===== config.mk =====
export PLATFORM = sky130hd
export DESIGN_NAME = seq_bam_mult
export DESIGN_NICKNAME = d
export VERILOG_FILES = /design/src/rtl/bam_pkg.sv /design/src/rtl/bam_row_mask.sv /design/src/rtl/seq_bam_mult.sv
export SDC_FILE = /design/constraint.sdc
export NUM_CORES = 1
export LEC_CHECK = 0
export CORE_MARGIN = 8
export CORE_UTILIZATION = 53
export DETAILED_ROUTE_END_ITERATION = 6
export PLACE_DENSITY = 0.87
export REMOVE_ABC_BUFFERS = 1
export SETUP_SLACK_MARGIN = 0.05
export SLEW_MARGIN = 20
export SYNTH_ARGS = -nofsm -noshare
export SYNTH_HDL_FRONTEND = slang
export SYNTH_HIERARCHICAL = 1
export SYNTH_SLANG_ARGS = --single-unit

===== constraint.sdc =====
create_clock -name clk -period 4.9 [get_ports clk]
set_clock_uncertainty 0.15 [all_clocks]
set_input_delay 0.735 -clock clk [delete_from_list [all_inputs] [get_ports clk]]
set_output_delay 0.735 -clock clk [all_outputs]
set_load 0.005 [all_outputs]

===== src/rtl/bam_pkg.sv =====
// Shared types and helpers for the sequential broken-array multiplier.
// bam_ref gives the golden approximate product for any operand width up to 64.
package bam_pkg;

    typedef enum logic [1:0] {
        IDLE,
        CALC,
        DONE
    } state_e;

    function automatic int hw_of(input int n);
        return $clog2(n + 1);
    endfunction

    function automatic int vw_of(input int n);
        return $clog2(2 * n);
    endfunction

    // Sums every kept partial-product bit a[i]&b[j] at weight 2^(i+j).
    function automatic logic [127:0] bam_ref(input int n, input logic [63:0] a,
                                             input logic [63:0] b, input int h,
                                             input int v);
        logic [127:0] acc;
        acc = '0;
        for (int j = 0; j < n; j++) begin
            for (int i = 0; i < n; i++) begin
                if (a[i] && b[j] && (j >= h) && ((i + j) >= v)) begin
                    acc = acc + (128'(1) << (i + j));
                end
            end
        end
        return acc;
    endfunction

endpackage


===== src/rtl/bam_row_mask.sv =====
// One shifted partial-product row of the multiplicand with the vertical cut applied:
// bit i survives only when i + rowIdx_i reaches vCut_i.
module bam_row_mask
    import bam_pkg::*;
#(
    parameter int N  = 8,
    parameter int HW = hw_of(N),
    parameter int VW = vw_of(N)
) (
    input  logic [N-1:0]   a_i,
    input  logic [HW-1:0]  rowIdx_i,
    input  logic [VW-1:0]  vCut_i,
    output logic [2*N-1:0] row_o
);

    logic [N-1:0] aMasked;

    always_comb begin
        aMasked = '0;
        for (int i = 0; i < N; i++) begin
            if ((i + int'(rowIdx_i)) >= int'(vCut_i)) begin
                aMasked[i] = a_i[i];
            end
        end
    end

    assign row_o = {{N{1'b0}}, aMasked} << rowIdx_i;

endmodule


===== src/rtl/seq_bam_mult.sv =====
// Sequential broken-array multiplier: one partial-product row per clock into a
// 2N-bit accumulator, with runtime horizontal/vertical cuts latched per transaction.
module seq_bam_mult
    import bam_pkg::*;
#(
    parameter int N  = 8,
    parameter int HW = hw_of(N),
    parameter int VW = vw_of(N)
) (
    input  logic           clk,
    input  logic           rst_n,
    input  logic           in_valid,
    output logic           in_ready,
    input  logic [N-1:0]   a,
    input  logic [N-1:0]   b,
    input  logic [HW-1:0]  h_cut,
    input  logic [VW-1:0]  v_cut,
    output logic           out_valid,
    input  logic           out_ready,
    output logic [2*N-1:0] product
);

    localparam logic [HW-1:0] ROWS = HW'(N);

    state_e         state_q, state_d;
    logic [N-1:0]   aOp_q, aOp_d;
    logic [N-1:0]   bOp_q, bOp_d;
    logic [VW-1:0]  vCut_q, vCut_d;
    logic [HW-1:0]  row_q, row_d;
    logic [2*N-1:0] acc_q, acc_d;
    logic [2*N-1:0] prod_q, prod_d;

    logic [2*N-1:0] rowMasked;
    logic           bBit;

    bam_row_mask #(
        .N (N),
        .HW(HW),
        .VW(VW)
    ) u_row_mask (
        .a_i     (aOp_q),
        .rowIdx_i(row_q),
        .vCut_i  (vCut_q),
        .row_o   (rowMasked)
    );

    // A shifted one-hot select stays in range even when row_q has reached N.
    assign bBit = |(bOp_q & (N'(1) << row_q));

    always_comb begin
        state_d   = state_q;
        aOp_d     = aOp_q;
        bOp_d     = bOp_q;
        vCut_d    = vCut_q;
        row_d     = row_q;
        acc_d     = acc_q;
        prod_d    = prod_q;
        in_ready  = 1'b0;
        out_valid = 1'b0;
        case (state_q)
            IDLE: begin
                in_ready = 1'b1;
                if (in_valid) begin
                    aOp_d   = a;
                    bOp_d   = b;
                    vCut_d  = v_cut;
                    acc_d   = '0;
                    row_d   = (h_cut > ROWS) ? ROWS : h_cut;
                    state_d = CALC;
                end
            end
            CALC: begin
                if (row_q < ROWS) begin
                    acc_d = acc_q + (bBit ? rowMasked : '0);
                    row_d = row_q + 1'b1;
                end
                // The result register only changes here, so it holds through later transactions.
                if (row_d >= ROWS) begin
                    prod_d  = acc_d;
                    state_d = DONE;
                end
            end
            DONE: begin
                out_valid = 1'b1;
                if (out_ready) begin
                    state_d = IDLE;
                end
            end
            default: state_d = IDLE;
        endcase
    end

    always_ff @(posedge clk or negedge rst_n) begin
        if (!rst_n) begin
            state_q <= IDLE;
            aOp_q   <= '0;
            bOp_q   <= '0;
            vCut_q  <= '0;
            row_q   <= '0;
            acc_q   <= '0;
            prod_q  <= '0;
        end else begin
            state_q <= state_d;
            aOp_q   <= aOp_d;
            bOp_q   <= bOp_d;
            vCut_q  <= vCut_d;
            row_q   <= row_d;
            acc_q   <= acc_d;
            prod_q  <= prod_d;
        end
    end

    assign product = prod_q;

endmodule


# After elaboration in Yosys (flattened, before gate mapping)
# Cells that the tools add are included.
[word_totals]
regBits = 58
in_bits = 28
output_inout_bits = 18
wordCells = 65
[classes]
add_sub_neg = 9
n_lt_le_gt_ge = 11
n_eq_ne = 5
shifts = 2
muxes = 23
n_bitwise = 1
n_reduce_logical = 7
[ops]
columns = ["op", "n"]
rows = [
  ["$ge 32x5->1", 7],
  ["$mux 16", 3],
  ["$pmux 16 s2", 1],
  ["$add 3x4->5 const A", 4],
  ["$add 16x16->16", 1],
  ["$mux 4", 4],
  ["$shl 8x4->16", 1],
  ["$add 2x4->5 const A", 2],
  ["$mux 1", 10],
  ["$and 8x8->8", 1],
  ["$pmux 4 s2", 1],
  ["$reduce_or 8->1", 1],
  ["$shl 1x4->8 const A", 1],
  ["$mux 2", 3],
  ["$ne 2x2->1 const B", 3],
  ["$pmux 2 s3", 1],
  ["$reduce_and 2->1", 3],
  ["$add 1x4->5 const A", 1],
  ["$add 4x1->4 const B", 1],
  ["$ge 4x4->1", 1],
  ["$ge 4x4->1 const B", 1],
  ["$gt 4x4->1 const B", 1],
  ["$lt 4x4->1 const B", 1],
  ["$reduce_and 3->1", 1],
  ["other kinds (4)", 4],
]

# Depth between registers and ports, before layout
# Gate-level depths: netlist (run 1).
[logic_depth]
ltp_word = 8
ltp_mapped = 21

# Cells and area by module
# The synthesis (run 1) kept the hierarchy.
[modules_own_cells]
columns = ["mod", "instances", "cells_per_inst", "area_each_um2"]
rows = [
  ["seq_bam_mult", 1, 350, 3263.1],
  ["bam_row_mask", 1, 181, 1305.0],
]

# Worst setup path before layout (run 1)
# OpenSTA, ideal clock, no wires.
[synth_timing]
kind = "register -> register"
startpoint = "register row_q[1]"
endpoint = "register prod_q[14] (netlist: product[14])"
setup_ns = 0.132
t_arrival_ns = 4.430
slack_ns = 0.188
path_stages_with_launch = 22
n_path_buf = 1
period_less_slack_ns = 4.712
path_cell_list = "dfrtp_1 > buf_2 > inv_1 > ha_1 > xor2_1 > inv_1 > ha_1 > a21oi_1 > o21ai_1 > a221oi_1 > o31ai_1 > a221o_1 > and2_1 > and2_1 > ha_1 > a21o_1 > a311o_1 > a221oi_2 > o221ai_1 > xnor2_1 > mux2i_1 > o21ai_1"
[synth_via]
elab_chain_len = 7
elab_cells_between_ends = 36
[synth_rtl]
columns = ["item", "line_no", "text"]
rows = [
  ["from (decl)", "seq_bam_mult.sv:29", "logic [HW-1:0] row_q, row_d;"],
  ["from (signal assigned)", "seq_bam_mult.sv:107", "row_q <= row_d;"],
  ["$add 1x4->5, or another cell as far along", "bam_row_mask.sv:21", "if ((i + int'(rowIdx_i)) >= int'(vCut_i)) begin"],
  ["$ge 32x5->1", "bam_row_mask.sv:21", ""],
  ["$mux 1", "bam_row_mask.sv:21", ""],
  ["$shl 8x4->16 *", "bam_row_mask.sv:27", "assign row_o = {{N{1'b0}}, aMasked} << rowIdx_i;"],
  ["via rowMasked[4]", "seq_bam_mult.sv:33", "logic [2*N-1:0] rowMasked;"],
  ["$mux 16 *", "seq_bam_mult.sv:74", "acc_d = acc_q + (bBit ? rowMasked : '0);"],
  ["$add 16x16->16 *", "seq_bam_mult.sv:74", ""],
  ["$mux 16 *", "seq_bam_mult.sv:73", "if (row_q < ROWS) begin"],
  ["to (signal assigned)", "seq_bam_mult.sv:109", "prod_q <= prod_d;"],
  ["to (decl)", "seq_bam_mult.sv:31", "logic [2*N-1:0] prod_q, prod_d;"],
]
# The timed path passes the listed nets; every way through them passes the cells marked *. The select of a mux whose other input is x is not followed.
# A chain may end at the register's enable or synchronous reset.

# Worst setup path after layout (run 1)
[layout_timing]
startpoint = "register row_q[1]"
endpoint = "register prod_q[15] (netlist: product[15])"
# The elaborated chain is that of the path after synthesis.

==> metrics.cfg, run 1 <==
[outcome]
run_status=finished, final reports clean

[floorplan]
dieArea_mm2=0.01185
initial_utilization=0.5342
chipWidth_um=108.8
coreArea_mm2=0.008551
ios=46
rows=34
die_h_um=108.8

[route]
viasPerCell=5.903
ant_nets=0
vias=4156
wl_per_cell_um=16.89
first_pass_iters=5
drt_iter0_drc=173
drcViolationCount=0
wirelength_um=11890

[place]
gp_congestion=0.8941
hpwlAfterDp_um=8647
portBuffers=45
dpl.cell_count=685

[power]
leakage_uw=0.002635
vdd_ir_drop_max_v=0.0004408
finalPower_uw=3496
power.density_mw_per_mm2=631.8

[setup_path]
crit_path_cell_trace=buf_4, ha_4, xor2_2, inv_1, ha_1, nand2_1, o21ai_0, a21boi_2, o32ai_1, mux2i_1, o22ai_1, and2_1, ha_1, nand2_1, a2111oi_2, nor2_1, o221ai_1, buf_4, xnor2_1, mux2i_1, o21ai_1
critPathSlowestCell=a2111oi_2
cp-end-kind=register
critPathMaxFanout=14
critPathRequiredTime_ns=5.03
critPathKind=reg2reg
worst_path_largest_cell_delay_ns=0.44
critPathLaunchType=register
critPathArrivalTime_ns=4.77

[clock_tree]
cts_hold_buf=0
clk_pin_slew_ns=0.07
cts_tree=built
cts-root-buf=clkbuf_8
cts_sinks=58
clock_latency_ns=0.35
clk_path_buf_depth=2
cts_made_buffers=9
h-tree-depth=3

[synth]
yosys-top-cells-count=111 x nand2_1, 58 x dfrtp_1, 52 x ha_1
ys_seq_area_frac=0.3177
postSynth.asyncResetShare=1.000
syn_inst=531
yosysTopAreaCell=dfrtp_1
synth.distinct_cells=69
synth_flop_cell=dfrtp_1
synth_area_mm2=0.004568
synth_top_area_frac=0.3177
synth_edf_count=0
ys_top_cells_by_area=dfrtp_1 32%, ha_1 14%, nand2_1 9.1%
synth.most_common_cell=nand2_1
ys_seq_elements=58
syn_avg_cell_area_um2=8.603
synth_warnings=6

[sta]
max-slew-margin-rel=0.4748
period_needed_ns=4.638
tightest_slew_ns=0.7858
finalMaxSlewViolations=0
fin_crit_sh=0.9466
fin_tns_setup_ns=0
finalSetupViolCount=0
max_clock_freq_mhz=215.6
rsz0062_at_grt=yes
hold_viol_final=0

[global_routing]
antenna_found_initial=0
overflow=0
grt_pass1_wl_um=19850
track_usage=0.2089
grt_pass1_vias=4131
grt_max_degree=59

[final_layout]
diodes=0
fin_nets=673
fin_util=0.6472
syn2layout_area_growth_pct=21.14
multiInputGateArea_mm2=0.002964
fillCellCount=701
seq_area_mm2=0.001454
fin_cells=704
drive_above_1_share=0.1158

[run]
maxCapViolations=0

[hold_path]
min_path_type=reg2reg

-- final timing paths --
path	startpoint	endpoint	slack [ns]	cells after the start
worst min register to register	bOp_q[2]$_DFFE_PN0P_	bOp_q[2]$_DFFE_PN0P_	0.32	2
min in group asynchronous	rst_n	acc_q[14]$_DFFE_PN0P_	0.38	2
worst min-delay path	bOp_q[2]$_DFFE_PN0P_	bOp_q[2]$_DFFE_PN0P_	0.32	2
worst max-delay path	row_q[1]$_DFFE_PN0P_	product[15]$_DFFE_PN0P_	0.26	21
max in group asynchronous	rst_n	row_q[2]$_DFFE_PN0P_	3.71	2
worst max register to register	row_q[1]$_DFFE_PN0P_	product[15]$_DFFE_PN0P_	0.26	21
-- power by group --
group / internal, uW / switching (uW) / total [uW]
clock: 337 / 196 / 533
sequential: 628 / 126 / 754
combinational: 904 / 1310 / 2210
-- worst max-delay path: cells and delay by family, from the launching register on --
kind,cells,cell delay [ns]
buf+inv,3,0.43
mux,2,0.30
fa+ha+maj,3,0.70
simple gates,4,0.49
flops,1,0.38
xor+xnor,2,0.31
compound gates,7,1.79
-- logic make-up (layout without fill, tap and decap cells) --
| family | count (synthesis) | count (layout) | synth area share |
|---|---|---|---|
| buffers and inverters | 46 | 111 | 0.04793 |
| adder cells (fa/ha/maj) | 54 | 54 | 0.1512 |
| XOR/XNOR | 23 | 23 | 0.04410 |
| AO/OA/AOI/OAI | 143 | 143 | 0.2194 |
| AND/OR/NAND/NOR | 193 | 193 | 0.1887 |
| multiplexers | 14 | 14 | 0.03095 |
| flip-flops | 58 | 58 | 0.3177 |
-- layer usage --
| metal | part of all wire | GRT usage | vias up |
|---|---|---|---|
| met5 | 0 | 0 | - |
| met4 | 0.025 | 0.08407 | 0 |
| met3 | 0.049 | 0.04551 | 27 |
| met2 | 0.50 | 0.3666 | 133 |
| met1 | 0.42 | 0.2418 | 1982 |
| li1 | - | - | 2014 |
-- through the flow --
stage,cell area (um2),setup WS [ns],hold slack (ns)
finish,5534,0.2618,0.3237
global route,5534,-0.02503,0.3420
CTS,5435,0.07579,0.3288
detailed placement,5201,0.2225,0.3117
global placement,5201,0.3120,0.3040
floorplan,4443,-0.4662,0.2894
-- layout by cell type (no fill, tap or decap), types with 3 or more instances in the layout --
cell	Yosys	layout
nand3_1	14	14
a31oi_1	11	11
o21ai_0	16	15
a22oi_1	3	3
xor2_1	9	8
a21oi_1	20	20
bufinv_16	0	3
nand2_1	111	111
o22ai_1	6	6
buf_4	1	23
nor3_1	6	6
dfrtp_1	58	56
clkinv_1	3	3
a21o_1	5	5
a22o_1	15	15
o21ai_1	21	22
mux2i_1	13	13
o31ai_1	4	3
clkdlybuf4s50_1	0	44
a221o_1	4	4
xnor2_1	14	13
inv_1	20	19
nor2_1	23	22
nor2b_1	4	4
and2_1	17	17
clkbuf_8	1	9
nand2b_1	4	4
ha_1	52	50
-- registers in the layout, summed over array words and instances, names as in the netlist --
name     count
aOp_q        8
acc_q       16
bOp_q        8
product     16
row_q        4
state_q      2
vCut_q       4
-- layout make-up --
cell class,count,area share
clock buffer,11,0.02374
clock inverter,5,0.01854
timing repair buffer,70,0.1173
sequential,58,0.2627
multi-input combinational,427,0.5356
tap,108,0.02442
inverter,25,0.01764
-- repair_timing --
item | in CTS | in global routing
endpoints found under the setup margin | 0 | 13
setup buffers | 0 | 3
gates resized for setup | 0 | 17
Power figures use the tool's default switching activity.
==> inputs of run 2 (changes only) <==
- CORE_MARGIN: 8 -> unset
- CORE_UTILIZATION: 53 -> 30
- PLACE_DENSITY: 0.87 -> 0.58
==> metrics.cfg, run 2 (synthesis results as in run 1) <==
[outcome]
run_status=finished with violations
violations=design-rule violations

[clock_tree]
cts-root-buf=clkbuf_16
clock_latency_ns=0.33
cts_sinks=58
cts_made_buffers=9
clk_pin_slew_ns=0.05
cts_tree=built
cts_hold_buf=0
clk_path_buf_depth=2
h-tree-depth=3

[global_routing]
grtUsageMet3=0.03338
antenna_found_initial=0
met2_usage=0.2622
grtUsageMet1=0.1983
grt_pass1_wl_um=19760
track_usage=0.1561
grt-busiest-layer=met2
grt_max_degree=59
overflow=0
grt_pass1_vias=4075

[power]
vdd_ir_drop_max_v=0.0002379
p_switching_uw=1611
seqPwrFrac=0.208
p_int_uw=1944
leakage_uw=0.002662
switching_share=0.4531
pwr-share-comb=0.614
clockPowerShare=0.177
power.density_mw_per_mm2=626.2

[final_layout]
drive_above_1_share=0.1128
fin_cells=778
layout_common_cells=111 x nand2_1, 58 x dfrtp_1, 50 x ha_1
fin_nets=671
syn2layout_area_growth_pct=24.29
layout_commonest_cell=nand2_1
diodes=0
final_area_mm2=0.005678

[floorplan]
dieArea_mm2=0.01573
chipWidth_um=125.4
die_h_um=125.4
coreArea_mm2=0.01470
initial_utilization=0.3108
rows=44
ios=46

[run]
maxCapViolations=0

[route]
ant_nets=0
vias=3983
viasPerCell=5.120
drcViolationCount=3
wirelength_um=11480
drt_iter0_drc=180
first_pass_iters=6
wl_per_cell_um=14.75

[sta]
tightest_slew_ns=0.8137
period_needed_ns=4.574
max-slew-margin-rel=0.4562
hold_viol_final=0
finalSetupViolCount=0
max_clock_freq_mhz=218.6
fin_crit_sh=0.9334
rsz0062_at_grt=no
finalMaxSlewViolations=0

[setup_path]
critPathMaxFanout=26
crit_path_cell_trace=buf_12, ha_1, xor2_1, ha_1, a21oi_1, o21ai_1, a31oi_1, o32a_1, nor2_1, and2_1, fa_1, a21o_1, a311o_1, a221oi_2, o221ai_1, xnor2_1, mux2i_1, o21ai_1
critPathLaunchType=register
critPathSlowestCell=fa_1
critPathArrivalTime_ns=4.68
critPathKind=reg2reg
worst_path_largest_cell_delay_ns=0.43
critPathRequiredTime_ns=5.01
cp-end-kind=register

[place]
dpl_cell_area_mm2=0.005276
portBuffers=45
gp_congestion=0.8955
dpl.cell_count=760
hpwlAfterDp_um=8670

[hold_path]
min_path_type=reg2reg

[run 2: timing repair]
| item | 4_1_cts | 5_1_grt |
|---|---|---|
| setup endpoints to repair | 0 | 16 |
| hold endpoints to repair | 0 | 0 |
| resized for setup | 0 | 22 |
| buffers inserted | 0 | 2 |
[run 2: path summary, 6_finish.rpt]
check                                        start                       to  slack (ns)  cells after the start
max in group asynchronous                    rst_n    vCut_q[1]$_DFFE_PN0P_        3.71                      2
max reg2reg                   row_q[0]$_DFFE_PN0P_  product[14]$_DFFE_PN0P_        0.33                     18
min reg2reg                product[11]$_DFFE_PN0P_  product[11]$_DFFE_PN0P_        0.32                      2
min                        product[11]$_DFFE_PN0P_  product[11]$_DFFE_PN0P_        0.32                      2
min in group asynchronous                    rst_n   product[2]$_DFFE_PN0P_        0.41                      2
max                           row_q[0]$_DFFE_PN0P_  product[14]$_DFFE_PN0P_        0.33                     18
[run 2: per-stage QoR]
step                        util  worst slack [ns]  total power (uW)  TNS [ns]  hold slack, ns
after floorplan                -           -0.4662              2118    -3.630          0.2894
after global placement    0.3590            0.2797              2749         0          0.3118
after detailed placement  0.3590            0.1672              2796         0          0.3129
after CTS                 0.3791            0.1555              3445         0          0.3264
after global routing      0.3863           0.02860              3891         0          0.3481
final                     0.3863            0.3264              3556         0          0.3238
[run 2: worst max-delay path: cells and delay by family, from the launching register on]
family,cells,cell delay [ns]
AOI/OAI and AO/OA,9,1.99
xor gates and xnor gates,2,0.41
muxes,1,0.10
adders and majority gates,3,0.97
and+or+nand+nor,2,0.27
DFF,1,0.42
buffers and inverters,1,0.18
[run 2: layer usage]
layer,routed length [um],vias to the layer above,share of wire
li1,-,2006,-
met1,5508,1875,0.48
met2,5348,85,0.47
met3,417,17,0.036
met4,201,0,0.018
met5,0,-,0
[run 2: power by group through the flow]
stage,combinational (uW),sequential [uW],clock (uW)
after CTS,2060,739,647
final,2180,741,630
after global routing,2460,767,667
after global placement,2010,741,0
after floorplan,1310,807,0
after detailed placement,2050,746,0
[run 2: area by class of cell]
cell class / instances / area, um2
multi-input combinational: 427 / 2968
timing repair buffer: 68 / 638.1
sequential: 58 / 1451
clock buffer: 11 / 242.7
clock inverter: 5 / 53.80
fill: 1505 / 9021
tap: 184 / 230.2
inverter: 25 / 93.84
